==> config.mk <==
export PLATFORM = sky130hd
export DESIGN_NAME = cdc_bus_tx_pacer
export DESIGN_NICKNAME = d
export VERILOG_FILES = /design/src/rtl/cdc_bus_tx_pacer.sv
export SDC_FILE = /design/constraint.sdc
export NUM_CORES = 1
export LEC_CHECK = 0
export ABC_CLOCK_PERIOD_IN_PS = 4250
export BUFFER_PORTS_ARGS = -buffer_cell sky130_fd_sc_hd__buf_2
export CAP_MARGIN = 20
export CORE_MARGIN = 4
export CORE_UTILIZATION = 50
export DETAILED_ROUTE_END_ITERATION = 6
export PLACE_DENSITY = 0.7
export REMOVE_ABC_BUFFERS = 1
export SKIP_LAST_GASP = 1
export SYNTH_ARGS = -nofsm -noshare
export SYNTH_HDL_FRONTEND = slang
export SYNTH_SLANG_ARGS = --single-unit
==> constraint.sdc <==
create_clock -name clk -period 4.25 [get_ports clk]
set_input_delay 0.6375 -clock clk [delete_from_list [all_inputs] [get_ports clk]]
set_output_delay 0.6375 -clock clk [all_outputs]
set_load 0.01 [all_outputs]
==> src/rtl/cdc_bus_tx_pacer.sv <==
// Source-side pacer for the pulse/data CDC bus: buffers upstream words in a
// small FIFO and emits them as single-cycle strobes spaced by a programmable gap.
module cdc_bus_tx_pacer #(
  parameter int pDATA_WIDTH  = 8,
  parameter int pDEPTH       = 8,
  parameter int pGAP_WIDTH   = 8,
  parameter int pCOUNT_WIDTH = 16
) (
  input  logic                      clk,
  input  logic                      reset_i,
  input  logic                      in_valid,
  output logic                      in_ready,
  input  logic [pDATA_WIDTH-1:0]    in_data,
  input  logic [pGAP_WIDTH-1:0]     gap,
  output logic                      cdc_pulse,
  output logic [pDATA_WIDTH-1:0]    cdc_data,
  input  logic                      cdc_overflow,
  input  logic                      clear_error,
  output logic                      error,
  output logic [$clog2(pDEPTH):0]   fifo_level,
  output logic [pCOUNT_WIDTH-1:0]   sent_count
);

  localparam int AW = $clog2(pDEPTH);
  localparam logic [AW:0] FULL_LEVEL = (AW+1)'(pDEPTH);

  typedef enum logic {IDLE, HOLD} state_t;

  state_t                   state_q, state_d;
  logic [pGAP_WIDTH-1:0]    cnt_q, cnt_d;
  logic [pGAP_WIDTH-1:0]    gap_eff;
  logic [AW-1:0]            wr_ptr_q, rd_ptr_q;
  logic [AW:0]              level_q, level_d;
  logic                     pulse_q;
  logic [pDATA_WIDTH-1:0]   data_q;
  logic [pCOUNT_WIDTH-1:0]  sent_q;
  logic                     error_q;
  logic                     do_push, do_pop;

  logic [pDATA_WIDTH-1:0]   mem_q [pDEPTH];

  assign in_ready   = (level_q != FULL_LEVEL) & ~reset_i;
  assign do_push    = in_valid & in_ready;
  assign gap_eff    = (gap == '0) ? pGAP_WIDTH'(1) : gap;

  assign cdc_pulse  = pulse_q;
  assign cdc_data   = data_q;
  assign error      = error_q;
  assign fifo_level = level_q;
  assign sent_count = sent_q;

  // In HOLD the counter expires at zero; a non-empty FIFO then re-strobes
  // directly so back-to-back spacing is max(gap,1)+1.
  always_comb begin
    state_d = state_q;
    cnt_d   = cnt_q;
    do_pop  = 1'b0;
    if (state_q == IDLE) begin
      if (level_q != '0) begin
        do_pop  = 1'b1;
        state_d = HOLD;
      end
    end else begin
      if (cnt_q != '0) begin
        cnt_d = cnt_q - 1'b1;
      end else if (level_q != '0) begin
        do_pop = 1'b1;
      end else begin
        state_d = IDLE;
      end
    end
    if (do_pop) begin
      cnt_d = gap_eff;
    end
  end

  always_comb begin
    level_d = level_q;
    case ({do_push, do_pop})
      2'b10:   level_d = level_q + 1'b1;
      2'b01:   level_d = level_q - 1'b1;
      default: level_d = level_q;
    endcase
  end

  // Storage array carries no reset so it can map onto RAM.
  always_ff @(posedge clk) begin
    if (do_push) begin
      mem_q[wr_ptr_q] <= in_data;
    end
  end

  always_ff @(posedge clk) begin
    if (reset_i) begin
      state_q  <= IDLE;
      cnt_q    <= '0;
      wr_ptr_q <= '0;
      rd_ptr_q <= '0;
      level_q  <= '0;
      pulse_q  <= 1'b0;
      data_q   <= '0;
      sent_q   <= '0;
      error_q  <= 1'b0;
    end else begin
      state_q <= state_d;
      cnt_q   <= cnt_d;
      level_q <= level_d;
      pulse_q <= do_pop;
      if (do_push) begin
        wr_ptr_q <= wr_ptr_q + 1'b1;
      end
      if (do_pop) begin
        data_q   <= mem_q[rd_ptr_q];
        rd_ptr_q <= rd_ptr_q + 1'b1;
        sent_q   <= sent_q + 1'b1;
      end
      if (cdc_overflow) begin
        error_q <= 1'b1;
      end else if (clear_error) begin
        error_q <= 1'b0;
      end
    end
  end

endmodule

* Word level (Yosys, flattened, before mapping)
Memories as Yosys holds them, arrays and structs flattened. A register that Yosys moved wholly into a read port is not among the register bits.
Index checks and enable logic that the tools add are counted.
** Storage, ports and cells
- Bits in registers :: 37
- RAM bits :: 64
- Input bits :: 21
- Output and inout bits :: 31
- Logic and storage cells :: 43
- Memories :: 1
** Memories
- mem_q :: depth 8, bits a word 8, read ports 1, clocked after memory_dff 1, wr ports 1, line 40 : logic [pDATA_WIDTH-1:0] mem_q [pDEPTH];
** Operators by class
- Add/sub/neg operators :: 6
- Eq/ne operators :: 3
- Mux-type cells :: 14
- Bitwise gates (word level) :: 3
- Reductions and logical operators :: 8
** Operators with widths (count)
- $mux 8 :: 4
- $add 16x1->16 const B :: 1
- $mux 1 :: 9
- $logic_not 8->1 :: 1
- $pmux 4 s2 :: 1
- $reduce_bool 2->1 :: 4
- $reduce_bool 8->1 :: 1
- $sub 8x1->8 const B :: 1
- $add 3x1->3 const B :: 2
- $add 4x1->4 const B :: 1
- $ne 4x4->1 const B :: 1
- $reduce_bool 4->1 :: 1
- $sub 4x1->4 const B :: 1
- $and 1x1->1 :: 2
- $eq 2x1->1 const B :: 1
- $eq 2x2->1 const B :: 1
- $reduce_and 2->1 :: 1
- $not 1->1 :: 1

* Logic depth before layout (Yosys ltp)
Gate-level depths: netlist of the first run.
- Word-level depth :: 6
- Gate-level depth with buffers :: 14

* Worst setup path after synthesis of the first run
OpenSTA, ideal clock, no wires.
- Path type :: register to register
- From :: reg cnt_q[0]
- To :: reg level_q[2] (netlist: fifo_level[2])
- Setup time :: 0.070 ns
- Arrival :: 2.790 ns
- Data required time :: 4.180 ns
- Path slack :: 1.390 ns
- Stages on the path, launching flop included :: 15
- Path buffers :: 1
- Clock period less this slack :: 2.860 ns
- Cells stage by stage :: dfxtp_1 > inv_1 > ha_1 > or4b_4 > o21ai_4 > nand2_1 > inv_1 > buf_2 > ha_1 > xor2_1 > ha_1 > a21oi_1 > xor2_1 > or3_1 > a21oi_1
** On the way
- Longest elaborated chain between the ends :: 5
- Elaborated cells between the ends (all ways) :: 7
** RTL lines
- from (decl) :: line 30 : logic [pGAP_WIDTH-1:0] cnt_q, cnt_d;
- from (signal assigned) :: line 106 : cnt_q <= cnt_d;
- $reduce_bool 8->1 (*) :: line 64 : if (cnt_q != '0) begin
- $mux 1 (*) :: line 64
- $mux 1 (*) :: line 58 : if (state_q == IDLE) begin
- named net do_pop :: line 38 : logic do_push, do_pop;
- $eq 2x1->1 or $eq 2x2->1 (tied branches) :: line 79 : case ({do_push, do_pop})
- $pmux 4 s2 or $reduce_bool 2->1 (tied branches)
- to (signal assigned) :: line 107 : level_q <= level_d;
- to (decl) :: line 33 : logic [AW:0] level_q, level_d;
Mark *: on every way through the listed nets, which the timed path passes. The rest lies on a longest branch.
A chain may end at the register's enable or synchronous reset.

* Worst setup path after layout of the first run
- From :: reg cnt_q[1]
- To :: reg level_q[2] (netlist: fifo_level[2])
** On the way
- Longest elaborated chain between the ends :: 5
- Elaborated cells between the ends (all ways) :: 7
** RTL lines (line)
- $reduce_bool 8->1 (*) :: 64
- $mux 1 (*) :: 64
- $mux 1 (*) :: 58
- $eq 2x1->1 or $eq 2x2->1 (tied branches) :: 79
- $pmux 4 s2 or $reduce_bool 2->1 (tied branches)
Mark *: on every way between the ends. The rest lies on a longest branch, timed or not.

==> impl_metrics.json, run 1 <==
{
  "ant_nets": 0,
  "cts_hold_buffers": 0,
  "cp.required_ps": 4560,
  "cts_htree_levels": 3,
  "hold_path_class": "in -> reg",
  "tightest_slew_ps": 898.3,
  "synth-edff-count": 64,
  "grt_max_degree": 50,
  "slew_headroom_pct": 40.03,
  "max_cap_violations": 0,
  "wirelength_um": 9650,
  "path_cells": "inv_1 > ha_1 > or4b_4 > o21ai_4 > nand2_1 > inv_1 > ha_1 > xor2_1 > ha_1 > a21oi_1 > xor2_1 > or3_1 > a21oi_1",
  "wl_met2_um": 4826,
  "synth_cell_type_count": 51,
  "syn-cell-area_sq_mm": 0.004762,
  "synth_flop_cell": "edfxtp_1",
  "stdcell_area_sq_mm": 0.005326,
  "leakage_nw": 1.845,
  "synthDominantCellAreaShare_pct": 40.36,
  "status": "complete, no violations",
  "synthCells": 376,
  "r2r_setup_slack_ps": 900,
  "antennaDiodeCount": 0,
  "power.density_mw_per_mm2": 629.4,
  "synth.avg_cell_area_sq_um": 12.67,
  "post-route-period-util_pct": 78.84,
  "clk-insertion-delay-late_ps": 370,
  "dp_hpwl_um": 6468,
  "crit_fanout": 19,
  "hold_viol_final": 0,
  "critPathKind": "reg -> reg",
  "layout.nets": 452,
  "r2r_end": "fifo_level[2]",
  "wire_per_inst_um": 17.32,
  "power_switching_mw": 1.289,
  "clock_skew_ps": 8.946,
  "start_kind": "register",
  "crit_slowest_cell": "or4b_4",
  "final_layout_size_suffix_gt1_share_pct": 25.47,
  "critPathLaunch": "cnt_q[1]",
  "cts-root-buf": "clkbuf_8",
  "finalPower_mw": 3.353,
  "cts.clk_slew.worst_paths_ps": 120,
  "postCtsSetupBuffers": 0,
  "seqPwrFrac_pct": 42.2,
  "drc": 0,
  "dp.cells": 540,
  "fillers": 759,
  "io_pins": 52,
  "rows": 35,
  "first_global_vias": 3121,
  "peakVddDrop_mv": 0.2782,
  "hold_path_startpoint": "cdc_overflow",
  "antenna_found_initial": 0,
  "maxSlewViolCount": 0,
  "drt-initial-drc-count": 128,
  "crit_top_cell": "ha_1",
  "coreArea_sq_mm": 0.009240,
  "grt.total_usage_pct": 17.98,
  "clockPowerShare_pct": 19.3,
  "wl_met3_um": 462,
  "ys.warnings.count": 0,
  "setup_tns_ps": 0,
  "synth_top_area_cell": "edfxtp_1",
  "wl_met1_um": 4211,
  "whs_ps": 484.1,
  "swShare_pct": 38.46,
  "clock_path_buffers": 2,
  "dpl_cell_area_sq_mm": 0.005094,
  "cts_resized": 0,
  "topRoutingLayerUsed": "met4",
  "final_cells": 557,
  "rr_startpoint": "cnt_q[1]",
  "holdPathStages": 3,
  "synth_seq_area_share_pct": 59.27,
  "synth_area_leaders": "edfxtp_1, dfxtp_1, mux4_2",
  "path_delay_family": "simple AND/OR/NAND/NOR gates",
  "fmax_ghz": 0.2985,
  "firstDrtPassIters": 4,
  "fp.dieH_um": 105.6,
  "rsz0062_at_grt": "false",
  "critPathMaxStageDelay_ps": 490,
  "avgViaCountPerCell": 5.826,
  "ys_ff_latch": 109,
  "cts_buffers": 9,
  "worstPathArrival_ps": 3660,
  "clkSinkCount": 109,
  "initial_utilization_pct": 51.54,
  "synth_common_cells": "edfxtp_1, dfxtp_1, a21oi_1",
  "worst_setup_path_end_kind": "register",
  "grt_pass1_wl_um": 15860,
  "pwr-share-comb_pct": 38.6,
  "worst-path-buf-inv": 2,
  "num_vias": 3245,
  "setup_ws_ps": 899.5,
  "cts_tree": "done",
  "final_util_pct": 57.64,
  "place_congestion": 0.8585,
  "dieArea_sq_mm": 0.01115,
  "die_width_um": 105.6,
  "port_buffers": 51,
  "reg2reg_depth": 13,
  "setup_viol": 0,
  "p_int_mw": 2.063,
  "synthArstFlopShare_pct": 0,
  "overflow": 0,
  "min_to": "error",
  "yosysMostFrequentCell": "edfxtp_1",
  "period_minus_slack_ps": 3351,
  "place_ws_ps": 954.8,
  "area_delta_synth_final_pct": 11.85
}
## state kept, by name, summed over array words and instances (netlist names)
register,count
mem_q,64
sent_count,16
cdc_data,8
cnt_q,8
fifo_level,4
rd_ptr_q,3
wr_ptr_q,3
cdc_pulse,1
error,1
state_q,1
## layout make-up
cell class,instances,area (sq um),share of cell area (%)
Sequential cell,109,2823,53.00
Multi-Input combinational cell,233,1753,32.91
Timing Repair Buffer,61,337.8,6.342
Tap cell,129,161.4,3.030
Clock buffer,9,123.9,2.326
Clock inverter,7,93.84,1.762
Inverter,9,33.78,0.6342
## worst max-delay path by stage
stage	to	slack, ps	cells after the start
4_1_cts	fifo_level[2]	920	13
5_1_grt	fifo_level[2]	600	13
2_1_floorplan	fifo_level[2]	1240	13
6_report	fifo_level[2]	900	13
3_3_place_gp	fifo_level[2]	1060	13
3_5_place_dp	fifo_level[2]	950	13
## cell usage in the layout (no fill, tap or decap), types with 9 or more instances in the layout
| cell | instances |
|---|---|
| nand3_1 | 15 |
| a21oi_1 | 35 |
| buf_4 | 9 |
| nand2_1 | 27 |
| dfxtp_1 | 45 |
| a311oi_1 | 11 |
| buf_2 | 51 |
| mux4_2 | 16 |
| o31ai_1 | 12 |
| o21ai_0 | 11 |
| nor2_1 | 17 |
| or4_1 | 12 |
| clkbuf_8 | 9 |
| edfxtp_1 | 64 |
## kinds of logic after synthesis
logic type,count (synthesis),synth area share (%)
AND/OR/NAND/NOR,115,13.72
flip-flops,109,59.27
AO/OA/AOI/OAI,89,12.22
buffers and inverters,34,4.125
multiplexers,18,8.014
adder cells (fa/ha/maj),8,2.102
XOR/XNOR,3,0.5519
## worst min-delay path: cells and delay by family
kind | cells | cell delay, ps
buffers and inverters | 1 | 70
AND/OR/NAND/NOR | 1 | 80
AO/OA/AOI/OAI | 1 | 30
## power groups by stage
stage               combinational (mW)  sequential (mW)  clock (mW)
global placement                  1.22             1.45           0
detailed placement                1.25             1.46           0
floorplan                        0.855             1.43           0
CTS                               1.25             1.43       0.662
finish                            1.29             1.41       0.647
global route                      1.43             1.43       0.712
## layer usage
metal / up-vias / track usage [%]
li1: 1565 / -
met1: 1572 / 23.78
met2: 92 / 29.69
met3: 16 / 3.919
met4: 0 / 5.735
met5: - / 0
(Power assumes the default switching activity.)
==> run 2, diff against run 1 <==
- ABC_AREA: unset -> 1
- ABC_CLOCK_PERIOD_IN_PS: 4250 -> 3300
- PLACE_DENSITY: 0.7 -> 0.69
- clock period: 4.25 -> 3.3 ns (I/O delays scaled with it)
==> run 2 against run 1 <==
Net effect: sequential power up 23%; combinational power up 22%; critical path type unchanged; power up 24%.
==> impl_metrics.json, run 2 <==
{
  "antennaDiodeCount": 0,
  "final_util_pct": 57.37,
  "synth-edff-count": 64,
  "first_global_vias": 3680,
  "cp.required_ps": 3600,
  "synth.avg_cell_area_sq_um": 8.406,
  "ys_ff_latch": 109,
  "tightest_slew_ps": 874.9,
  "die_width_um": 108.2,
  "final_cells": 787,
  "port_buffers": 51,
  "cts_hold_buffers": 0,
  "max_cap_violations": 0,
  "path_cells": "inv_1 > ha_1 > inv_1 > nor2_1 > nand2_2 > nand2_4 > nand2_4 > clkinv_2 > ha_1 > nand2_1 > inv_1 > nor2_1 > ha_1 > a21oi_1 > xnor2_1 > o21ai_0 > inv_1",
  "cts_buffers": 9,
  "syn-cell-area_sq_mm": 0.005019,
  "final_layout_size_suffix_gt1_share_pct": 13.46,
  "synthArstFlopShare_pct": 0,
  "post-route-period-util_pct": 76.31,
  "critPathKind": "reg -> reg",
  "synth_area_leaders": "edfxtp_1, dfxtp_1, nand2_1",
  "pwr-share-comb_pct": 37.7,
  "dp_hpwl_um": 7110,
  "swShare_pct": 40.14,
  "worst_setup_path_end_kind": "register",
  "dieArea_sq_mm": 0.01170,
  "coreArea_sq_mm": 0.009774,
  "synthDominantCellAreaShare_pct": 38.29,
  "critPathMaxStageDelay_ps": 340,
  "r2r_setup_slack_ps": 780,
  "maxSlewViolCount": 0,
  "avgViaCountPerCell": 5.070,
  "grt_max_degree": 39,
  "final_cell_mix": "nand2_1, edfxtp_1, nor2_1, buf_2, dfxtp_1",
  "fillers": 870,
  "synth_flop_cell": "edfxtp_1",
  "peakVddDrop_mv": 0.5827,
  "num_vias": 3990,
  "synthCells": 597,
  "initial_utilization_pct": 51.34,
  "setup_ws_ps": 781.7,
  "cp-endpoint": "fifo_level[2]",
  "drt-initial-drc-count": 192,
  "hold_viol_final": 0,
  "rsz0062_at_grt": "false",
  "reg2reg_depth": 17,
  "wire_per_inst_um": 13.41,
  "leakage_nw": 2.332,
  "status": "complete, no violations",
  "clock_skew_ps": 21.24,
  "critPathLaunch": "cnt_q[0]",
  "cts-root-buf": "clkbuf_8",
  "seqPwrFrac_pct": 41.8,
  "io_pins": 52,
  "slew_headroom_pct": 41.46,
  "area_delta_synth_final_pct": 11.74,
  "largest_register": "mem_q",
  "firstDrtPassIters": 4,
  "synth_common_cells": "nand2_1, edfxtp_1, nor2_1",
  "largest_register_ffs": 64,
  "power_switching_mw": 1.672,
  "start_kind": "register",
  "p_int_mw": 2.493,
  "power.density_mw_per_mm2": 742.6,
  "cts.clk_slew.worst_paths_ps": 120,
  "hold_path_class": "in -> reg",
  "antenna_found_initial": 0,
  "cts_resized": 0,
  "setup_tns_ps": 0,
  "synth_cell_type_count": 28,
  "clock_path_buffers": 2,
  "worstPathArrival_ps": 2820,
  "fp.dieH_um": 108.2,
  "crit_fanout": 38,
  "yosysMostFrequentCell": "nand2_1",
  "wirelength_um": 10550,
  "rows": 36,
  "cts_tree": "done",
  "fmax_ghz": 0.3971,
  "period_minus_slack_ps": 2518,
  "grt_pass1_wl_um": 17390,
  "grt.total_usage_pct": 19.08,
  "synth_seq_area_share_pct": 56.25,
  "crit_slowest_cell": "dfxtp_1",
  "clockPowerShare_pct": 20.5,
  "place_congestion": 0.8576,
  "final_common_cell": "nand2_1",
  "clk-insertion-delay-late_ps": 390,
  "r2r_end": "fifo_level[2]",
  "setup_viol": 0,
  "drc": 0,
  "dp.cells": 771,
  "ys.warnings.count": 0,
  "place_ws_ps": 768.8,
  "clkSinkCount": 109,
  "postCtsSetupBuffers": 0,
  "cts_htree_levels": 3,
  "ant_nets": 0,
  "layout.nets": 678,
  "crit_top_cell": "inv_1",
  "synth_top_area_cell": "edfxtp_1",
  "overflow": 0,
  "rr_startpoint": "cnt_q[0]"
}
## run 2: changes by cell type after synthesis, sizes merged, moves of 6 or more
cell / before / now
inv: 8 / 45
mux4: 16 / 0
or4: 13 / 0
nand3: 15 / 25
a311oi: 11 / 0
o31ai: 12 / 0
or3: 7 / 0
nor2: 17 / 60
buf: 8 / 14
o21ai: 12 / 48
nand2: 27 / 222
clkbuf: 17 / 6
## run 2: stage by stage
step           total power [mW]  hold slack, ps  instance area, sq um
2_1_floorplan             2.864           440.1                  4898
3_3_place_gp              3.315           453.8                  5395
3_5_place_dp              3.346           458.6                  5395
4_1_cts                   4.193           304.8                  5608
5_1_grt                   4.508           362.0                  5608
6_report                  4.164           316.8                  5608
## run 2: cell families after synthesis
kind of cell	count (synthesis)	share of synthesized area [%]
flops	109	56.25
compound gates	81	8.103
xor+xnor	11	1.920
buf+inv	67	5.933
fa+ha+maj	8	1.995
simple gates	321	25.80
## run 2: critical path, delay by kind of cell (launching register included)
kind | cells | cell delay (ps)
AND/OR/NAND/NOR | 6 | 790
XOR/XNOR | 1 | 130
adder cells (fa/ha/maj) | 3 | 640
buffers and inverters | 5 | 330
AO/OA/AOI/OAI | 2 | 190
flip-flops | 1 | 340
## run 2: worst min-delay path by stage
stage | start | end | slack [ps] | depth (start not counted)
2_1_floorplan | cnt_q[7] | cnt_q[7] | 440 | 2
3_3_place_gp | cnt_q[7] | cnt_q[7] | 450 | 2
3_5_place_dp | cdc_data[2] | cdc_data[2] | 460 | 2
4_1_cts | cdc_overflow | error | 300 | 3
5_1_grt | cdc_overflow | error | 360 | 3
6_report | cdc_overflow | error | 320 | 3
## run 2: layout make-up
type	count	area, sq um	area share, %
sequential	109	2823	50.33
clock inverter	7	88.84	1.584
tap	133	166.4	2.967
multi-input combinational	421	1898	33.85
inverter	47	177.7	3.168
clock buffer	9	123.9	2.209
timing repair buffer	61	330.3	5.890
## run 2: power groups by stage
stage                     sequential (mW)  clock, mW  combinational, mW
after floorplan                      1.81          0               1.06
after global routing                 1.76      0.932               1.81
after detailed placement             1.77          0               1.57
after CTS                            1.74      0.869               1.58
final                                1.74      0.854               1.57
after global placement               1.77          0               1.54
## run 2: layer usage
metal	global-route usage (%)	wire, um	vias up
li1	-	-	2052
met1	26.22	4864	1841
met2	30.42	4924	81
met3	2.806	571	16
met4	8.025	191	0
met5	0	0	-
==> run 3, diff against run 2 <==
- ABC_CLOCK_PERIOD_IN_PS: 3300 -> 2300
- PLACE_DENSITY: 0.69 -> 0.72
- clock period: 3.3 -> 2.3 ns (I/O delays scaled with it)
==> run 3 against run 2 <==
Net effect: maximum frequency increased by 20%; cell count is 1.5% higher; cell area up 1.7%; clock power increased by 35%; critical endpoint unchanged; clock skew fell by 10 ps.
==> impl_metrics.json, run 3 (same netlist as run 2, synthesis figures left out) <==
{
  "grt_pass1_wl_um": 18040,
  "place_ws_ps": 99.26,
  "drt-initial-drc-count": 280,
  "slew_headroom_pct": 68.30,
  "setup_tns_ps": 0,
  "wirelength_um": 10760,
  "cp.required_ps": 2560,
  "critPathKind": "reg -> reg",
  "maxSlewViolCount": 0,
  "clock_path_buffers": 2,
  "leakage_nw": 2.382,
  "first_global_vias": 3859,
  "whs_ps": 191.6,
  "largest_register": "mem_q",
  "peakVddDrop_mv": 1.079,
  "fp.dieH_um": 108.2,
  "dp.cells": 778,
  "crit_fanout": 7,
  "swShare_pct": 39.69,
  "final_cells": 799,
  "post-route-period-util_pct": 91.53,
  "ant_nets": 0,
  "final_layout_size_suffix_gt1_share_pct": 15.62,
  "place_congestion": 0.8916,
  "fmax_ghz": 0.4750,
  "cts.clk_slew.worst_paths_ps": 100,
  "holdPathStages": 3,
  "clockPowerShare_pct": 18.9,
  "seqPwrFrac_pct": 40.5,
  "antenna_found_initial": 0,
  "worstPathArrival_ps": 2370,
  "avgViaCountPerCell": 5.046,
  "final_cell_mix": "nand2_1, edfxtp_1, nor2_1, buf_2, dfxtp_1",
  "status": "complete, no violations",
  "cts-root-buf": "clkbuf_8",
  "pwr-share-comb_pct": 40.5,
  "firstDrtPassIters": 4,
  "period_minus_slack_ps": 2105,
  "coreArea_sq_mm": 0.009774,
  "final_common_cell": "nand2_1",
  "start_kind": "register",
  "dp_hpwl_um": 7261,
  "overflow": 0,
  "port_buffers": 51,
  "dieArea_sq_mm": 0.01170,
  "power_switching_mw": 2.416,
  "antennaDiodeCount": 0,
  "wire_per_inst_um": 13.47,
  "final_util_pct": 58.36,
  "r2r_setup_slack_ps": 190,
  "cts_hold_buffers": 0,
  "clk-insertion-delay-late_ps": 360,
  "clkSinkCount": 109,
  "cts_tree": "done",
  "power.density_mw_per_mm2": 1067,
  "num_vias": 4032,
  "setup_ws_ps": 194.9,
  "tightest_slew_ps": 475.0,
  "layout.nets": 690,
  "cts_htree_levels": 3,
  "io_pins": 52,
  "largest_register_ffs": 64,
  "max_cap_violations": 0,
  "grt_max_degree": 38,
  "p_int_mw": 3.671,
  "initial_utilization_pct": 51.34,
  "rsz0062_at_grt": "true",
  "rows": 36,
  "hold_viol_final": 0,
  "area_delta_synth_final_pct": 13.66,
  "reg2reg_depth": 17,
  "worst_setup_path_end_kind": "register",
  "grt.total_usage_pct": 19.51,
  "clock_skew_ps": 11.14,
  "cts_buffers": 9,
  "die_width_um": 108.2,
  "setup_viol": 0,
  "drc": 0,
  "hold_path_class": "in -> reg"
}
## run 3: area by class of cell
class | count | area [sq um]
flip-flops and latches | 109 | 2823
repair buffers | 73 | 432.9
fillers | 903 | 4070
well taps | 133 | 166.4
multi-input cells | 421 | 1907
clock inverters | 7 | 73.82
inverters | 47 | 177.7
clock buffers | 9 | 123.9
## run 3: what timing repair did
action | 4_1_cts | 5_1_grt
resized for setup | 0 | 4
endpoints found under the setup margin | 0 | 3
setup buffers | 0 | 5
## run 3: critical path, cell delays in order (launching register included)
cell,delay (ps)
dfxtp_1,330
inv_2,80
ha_1,160
inv_1,40
nor2_1,110
nand2_2,80
nand2_4,110
nand2_4,60
clkinv_2,50
ha_2,190
nand2_1,80
inv_1,80
nor2_2,50
ha_1,180
a21oi_2,120
xnor2_1,80
o21ai_0,140
inv_1,50
## run 3: per-stage QoR
step	area [sq um]	power [mW]
5_1_grt	5704	6.601
3_3_place_gp	5460	4.817
3_5_place_dp	5460	4.888
6_report	5704	6.088
2_1_floorplan	4898	4.109
4_1_cts	5658	6.040
## run 3: metal layers
metal,vias up,track usage (%),share of wire (%)
li1,2068,-,-
met1,1846,25.86,46
met2,92,31.31,47
met3,26,3.701,4.8
met4,0,8.656,2.6
met5,-,0,0
## run 3: power groups by stage
stage / combinational (mW) / clock [mW] / sequential (mW)
floorplan: 1.52 / 0 / 2.59
global placement: 2.32 / 0 / 2.50
detailed placement: 2.38 / 0 / 2.51
CTS: 2.39 / 1.18 / 2.46
global route: 2.84 / 1.27 / 2.49
finish: 2.47 / 1.15 / 2.47
## run 3: final timing paths
check | from | to
worst min register to register | cnt_q[7] | cnt_q[7]
worst max register to register | cnt_q[0] | fifo_level[2]
worst min-delay path | cdc_overflow | error
worst max-delay path | cnt_q[0] | fifo_level[2]
